[config.mk]
export PLATFORM = sky130hd
export DESIGN_NAME = fft_bitrev_reorder
export DESIGN_NICKNAME = d
export VERILOG_FILES = /design/src/rtl/fft_bitrev_reorder.sv
export SDC_FILE = /design/constraint.sdc
export NUM_CORES = 2
export LEC_CHECK = 0
export BUFFER_PORTS_ARGS = -buffer_cell sky130_fd_sc_hd__clkbuf_2
export CAP_MARGIN = 30
export CORE_MARGIN = 8
export CORE_UTILIZATION = 45
export CTS_BUF_LIST = sky130_fd_sc_hd__clkbuf_2
export CTS_CLUSTER_DIAMETER = 60
export DETAILED_ROUTE_END_ITERATION = 16
export MAX_ROUTING_LAYER = met4
export PLACE_DENSITY = 0.65
export SLEW_MARGIN = 20
export SYNTH_ARGS = -nofsm -noshare
export SYNTH_HDL_FRONTEND = slang
export SYNTH_SLANG_ARGS = --single-unit
[constraint.sdc]
create_clock -name clock -period 3.81 [get_ports clock]
set_clock_uncertainty 0.15 [all_clocks]
set_input_delay 0.5715 -clock clock [delete_from_list [all_inputs] [get_ports clock]]
set_output_delay 0.5715 -clock clock [all_outputs]
set_load 0.05 [all_outputs]
[src/rtl/fft_bitrev_reorder.sv]
// Reorders bit-reversed FFT output frames into natural bin order
// using a ping-pong buffer; emits one contiguous N-cycle burst per frame.
module fft_bitrev_reorder #(
    parameter  int N     = 64,
    parameter  int WIDTH = 16,
    localparam int LOG2N = $clog2(N)
) (
    input  logic             clock,
    input  logic             reset,
    input  logic             idata_en,
    input  logic [WIDTH-1:0] idata_r,
    input  logic [WIDTH-1:0] idata_i,
    output logic             odata_en,
    output logic [WIDTH-1:0] odata_r,
    output logic [WIDTH-1:0] odata_i,
    output logic [LOG2N-1:0] odata_idx,
    output logic             odata_last
);

    localparam logic [0:0] S_IDLE = 1'b0;
    localparam logic [0:0] S_READ = 1'b1;
    localparam logic [LOG2N-1:0] LAST = LOG2N'(N - 1);

    logic [2*WIDTH-1:0] r_mem [0:2*N-1];
    logic [LOG2N-1:0]   r_wcnt;
    logic [LOG2N-1:0]   r_rcnt;
    logic               r_wsel;
    logic               r_rbank;
    logic               r_frame_done;
    logic [0:0]         r_state;
    logic [LOG2N-1:0]   w_waddr;
    logic               w_wlast;
    logic [2*WIDTH-1:0] w_rdata;

    function automatic logic [LOG2N-1:0] bitrev(input logic [LOG2N-1:0] a);
        logic [LOG2N-1:0] v;
        v = '0;
        for (int b = 0; b < LOG2N; b++) begin
            v[b] = a[LOG2N-1-b];
        end
        return v;
    endfunction

    assign w_waddr = bitrev(r_wcnt);
    assign w_wlast = idata_en && (r_wcnt == LAST);
    assign w_rdata = r_mem[{r_rbank, r_rcnt}];

    // Storage is never reset; a bank is only read after being fully written.
    always_ff @(posedge clock) begin
        if (idata_en) begin
            r_mem[{r_wsel, w_waddr}] <= {idata_r, idata_i};
        end
    end

    always_ff @(posedge clock or negedge reset) begin
        if (!reset) begin
            r_wcnt       <= '0;
            r_wsel       <= 1'b0;
            r_frame_done <= 1'b0;
        end else begin
            r_frame_done <= w_wlast;
            if (idata_en) begin
                r_wcnt <= r_wcnt + 1'b1;
            end
            if (w_wlast) begin
                r_wsel <= ~r_wsel;
            end
        end
    end

    // The read bank is latched at burst start so the write-side toggle
    // of a back-to-back frame cannot disturb the last read.
    always_ff @(posedge clock or negedge reset) begin
        if (!reset) begin
            r_state <= S_IDLE;
            r_rcnt  <= '0;
            r_rbank <= 1'b0;
        end else begin
            case (r_state)
                S_IDLE: begin
                    if (r_frame_done) begin
                        r_state <= S_READ;
                        r_rcnt  <= '0;
                        r_rbank <= ~r_wsel;
                    end
                end
                S_READ: begin
                    r_rcnt <= r_rcnt + 1'b1;
                    if (r_rcnt == LAST) begin
                        if (r_frame_done) begin
                            r_rbank <= ~r_wsel;
                        end else begin
                            r_state <= S_IDLE;
                        end
                    end
                end
                default: r_state <= S_IDLE;
            endcase
        end
    end

    always_ff @(posedge clock or negedge reset) begin
        if (!reset) begin
            odata_en   <= 1'b0;
            odata_r    <= '0;
            odata_i    <= '0;
            odata_idx  <= '0;
            odata_last <= 1'b0;
        end else if (r_state == S_READ) begin
            odata_en   <= 1'b1;
            odata_r    <= w_rdata[2*WIDTH-1:WIDTH];
            odata_i    <= w_rdata[WIDTH-1:0];
            odata_idx  <= r_rcnt;
            odata_last <= (r_rcnt == LAST);
        end else begin
            odata_en   <= 1'b0;
            odata_r    <= '0;
            odata_i    <= '0;
            odata_idx  <= '0;
            odata_last <= 1'b0;
        end
    end

endmodule

==> run_summary.xml <==
<?xml version="1.0" encoding="UTF-8"?>
<metrics>
  <group name="outcome">
    <metric name="outcome" unit="">finished with violations</metric>
    <metric name="failed_checks" unit="">negative setup slack</metric>
  </group>
  <group name="route">
    <metric name="detailedRoute.firstPassIterationCount" unit="">6</metric>
    <metric name="met2WireLength" unit="um">221000</metric>
    <metric name="finalWirelength" unit="um">467000</metric>
    <metric name="drt_drc_violations_left" unit="">0</metric>
    <metric name="detail_route.vias_per_cell" unit="">6.00</metric>
    <metric name="dr.first_iter.drc_count" unit="">11400</metric>
    <metric name="routedWlPerCell" unit="um">32.5</metric>
    <metric name="vias" unit="">86300</metric>
    <metric name="dr.max_layer_used" unit="">met4</metric>
    <metric name="detail-route-antenna-nets" unit="">0</metric>
    <metric name="wl_met3" unit="um">51600</metric>
    <metric name="met1_length" unit="um">170000</metric>
  </group>
  <group name="worst_setup_path">
    <metric name="worstSetupEndpointType" unit="">output pin</metric>
    <metric name="critical_path.startpoint_type" unit="">flip-flop</metric>
    <metric name="reg2reg_slack" unit="ns">0.11</metric>
    <metric name="worst-path-max-fanout" unit="">1</metric>
    <metric name="critPathMaxStageDelay" unit="ns">0.55</metric>
    <metric name="worst_path_dominant_cell_family" unit="">flip-flops</metric>
    <metric name="worst_path_max_delay_cell" unit="">sky130_fd_sc_hd__dfrtp_2</metric>
    <metric name="timing.setup.critical_path_class" unit="">flip-flop to output pin</metric>
    <metric name="critPathArrivalTime" unit="ns">3.12</metric>
    <metric name="timing.critical_path.required" unit="ns">3.09</metric>
    <metric name="critical_path.cell_chain" unit="">clkbuf_16</metric>
    <metric name="critPathBufInv" unit="">1</metric>
  </group>
  <group name="placement">
    <metric name="dpl.hpwl" unit="um">273000</metric>
    <metric name="dpl.cell_count" unit="">12500</metric>
    <metric name="port_buffers" unit="">74</metric>
    <metric name="gp_congestion" unit="">0.877</metric>
    <metric name="placed_area" unit="sq um">171000</metric>
  </group>
  <group name="clock_tree">
    <metric name="insertion_delay" unit="ns">2.34</metric>
    <metric name="tritoncts.num_buffers" unit="">943</metric>
    <metric name="ctsLongestPathBuffers" unit="">4</metric>
    <metric name="clk_pin_slew" unit="ns">0.11</metric>
    <metric name="clock_tree_from_tritoncts" unit="">yes</metric>
    <metric name="tritoncts_num_sinks" unit="">4152</metric>
    <metric name="h_tree_levels" unit="">6</metric>
    <metric name="clock_tree.root_cell" unit="">sky130_fd_sc_hd__clkbuf_2</metric>
  </group>
  <group name="grt">
    <metric name="grt_use_total" unit="%">25.1</metric>
    <metric name="number_of_global_route_vias_before_repair" unit="">86100</metric>
    <metric name="grt_start_max_net_pins" unit="">129</metric>
    <metric name="grt_overflow_total" unit="">0</metric>
    <metric name="grt_antenna_before_repair" unit="">32</metric>
    <metric name="grt_first_pass_wirelength" unit="um">646000</metric>
  </group>
  <group name="min_path">
    <metric name="min_path_type" unit="">input port to flip-flop</metric>
  </group>
  <group name="cells_and_area">
    <metric name="layout.cells.most_common_list" unit="">sky130_fd_sc_hd__edfxtp_1, sky130_fd_sc_hd__clkbuf_2, sky130_fd_sc_hd__mux2i_1, sky130_fd_sc_hd__mux4_2, sky130_fd_sc_hd__buf_4</metric>
    <metric name="final_cell_area" unit="sq um">182000</metric>
    <metric name="finish.net_count" unit="">8923</metric>
    <metric name="final_cells" unit="">14400</metric>
    <metric name="drive_gt1_share" unit="%">32.6</metric>
    <metric name="area_growth_syn_to_layout" unit="%">14.5</metric>
    <metric name="layout_commonest_cell" unit="">sky130_fd_sc_hd__edfxtp_1</metric>
  </group>
  <group name="synth">
    <metric name="synth.avg_cell_area" unit="sq um">21.0</metric>
    <metric name="ys_ff_latch" unit="">4152</metric>
    <metric name="synth_cells" unit="">7582</metric>
    <metric name="mappedNetlistArea" unit="sq um">159000</metric>
    <metric name="synth-warning-count" unit="">0</metric>
    <metric name="synthesis.nets" unit="">7619</metric>
    <metric name="synthArstFlopShare" unit="%">1.35</metric>
    <metric name="synth-main-ff-cell" unit="">sky130_fd_sc_hd__edfxtp_1</metric>
    <metric name="number_of_library_cell_types_mapped_by_synthesis" unit="">56</metric>
    <metric name="synth_sequential_area_ratio" unit="%">78.2</metric>
    <metric name="number_of_synthesized_flops_with_an_enable_pin" unit="">4096</metric>
  </group>
  <group name="floorplan">
    <metric name="floorplan.die.width" unit="um">610</metric>
    <metric name="start_util" unit="%">45.1</metric>
    <metric name="placement_rows" unit="">218</metric>
    <metric name="num_io_pins" unit="">75</metric>
    <metric name="core" unit="sq um">352000</metric>
    <metric name="die_h" unit="um">610</metric>
    <metric name="die_area" unit="sq um">373000</metric>
  </group>
  <group name="sta">
    <metric name="worstMarginPinSlew" unit="ns">1.03</metric>
    <metric name="layout_min_cycle_time" unit="ns">3.84</metric>
    <metric name="final.period_utilization" unit="%">101</metric>
    <metric name="setup_violations" unit="">4</metric>
    <metric name="timing.max_slew.rel_slack" unit="%">31.4</metric>
    <metric name="maxSlewViolCount" unit="">0</metric>
    <metric name="fmax" unit="GHz">0.260</metric>
    <metric name="rsz0062_at_grt" unit="">true</metric>
    <metric name="hold_viol" unit="">0</metric>
    <metric name="smallest_setup_slack_after_layout" unit="ns">-0.0314</metric>
  </group>
  <group name="pwr">
    <metric name="worst_ir_drop_vdd" unit="uV">316</metric>
    <metric name="p_leak" unit="nW">58.0</metric>
    <metric name="powerDensity" unit="nW/um^2">577</metric>
  </group>
  <group name="job">
    <metric name="drv_cap" unit="">0</metric>
  </group>
</metrics>
report_power, final:
part / internal (W) / switching, W
registers: 0.0511 / 0.000468
clock network: 0.0107 / 0.0173
logic: 0.0108 / 0.0146
total: 0.0726 / 0.0324
state kept, by name, indices dropped and copies added, names as in the netlist:
| name | cells |
|---|---|
| odata_r | 16 |
| odata_last | 1 |
| r_state | 1 |
| r_wsel | 1 |
| odata_i | 16 |
| odata_en | 1 |
| r_rcnt | 6 |
| odata_idx | 6 |
| r_mem | 4096 |
| r_wcnt | 6 |
| r_frame_done | 1 |
| r_rbank | 1 |
through the flow:
stage / power (W) / TNS, ns / hold slack (ns) / util, % / setup WS (ns)
floorplan: 0.0673 / -23.29 / 0.126 / - / -0.243
global placement: 0.0771 / -2.30 / 0.480 / 48.5 / -0.516
detailed placement: 0.0775 / -1.13 / 0.489 / 48.5 / -0.441
CTS: 0.105 / -4.55 / 0.00678 / 51.6 / -0.252
global route: 0.109 / -0.488 / 0.189 / 51.7 / -0.0991
finish: 0.105 / -0.0747 / 0.245 / 51.7 / -0.0314
timing repair:
action | 4_1_cts | 5_1_grt
endpoints found under the hold margin | 8256 | 0
pin swaps | 0 | 2
setup buffers | 1 | 0
hold buffers | 136 | 0
gates resized for setup | 133 | 22
setup endpoints to repair | 48 | 22
kinds of logic (layout without fill, tap and decap cells):
family,after synthesis,after routing,share of synthesized area [%]
and+or+nand+nor,404,404,1.18
AOI/OAI and AO/OA,1003,1003,4.40
adders and majority gates,2,2,0.0157
xor gates and xnor gates,10,10,0.0551
muxes,1544,1544,14.8
DFF,4152,4152,78.2
buffers and inverters,467,2497,1.32
other,0,43,0
layer usage:
| layer | up-vias | global-route usage (%) |
|---|---|---|
| met5 | - | - |
| met4 | 0 | 12.2 |
| met3 | 918 | 6.03 |
| met2 | 5531 | 38.4 |
| met1 | 44800 | 31.6 |
| li1 | 35100 | - |
Yosys cell counts (all sizes together) (55+ instances only):
library cell / n / area (sq um)
o211ai: 92 / 691
nor2: 133 / 499
o221ai: 62 / 543
edfxtp: 4096 / 123000
mux2i: 788 / 7890
mux4: 631 / 14200
dfrtp: 56 / 1400
clkbuf: 215 / 811
mux2: 125 / 1410
buf: 247 / 1270
a21oi: 191 / 956
nand3: 55 / 275
a22oi: 232 / 1740
nand2: 102 / 383
a211oi: 93 / 698
o21ai: 98 / 490
o22ai: 69 / 432
cell type report:
type / instances / area (sq um)
Antenna cell: 43 / 108
Clock buffer: 1385 / 6930
Inverter: 5 / 28.8
Timing Repair Buffer: 821 / 9310
Clock inverter: 286 / 1580
Sequential cell: 4152 / 124000
Fill cell: 27900 / 170000
Multi-Input combinational cell: 2963 / 33700
Tap cell: 4730 / 5920
path summary, 6_finish.rpt:
kind	startpoint	cells after the start	endpoint
min in group asynchronous	reset	6	r_wcnt[0]$_DFFE_PN0P_
hold reg to reg	r_frame_done$_DFF_PN0_	1	r_rcnt[2]$_DFFE_PN0P_
max in group asynchronous	reset	7	odata_i[6]$_DFF_PN0_
hold / removal	idata_r[9]	5	r_mem[78][25]$_DFFE_PP_
setup reg to reg	r_rcnt[0]$_DFFE_PN0P_	9	odata_r[9]$_DFF_PN0_
setup / recovery	odata_i[8]$_DFF_PN0_	1	odata_i[8]
Power figures use the tool's default switching activity.
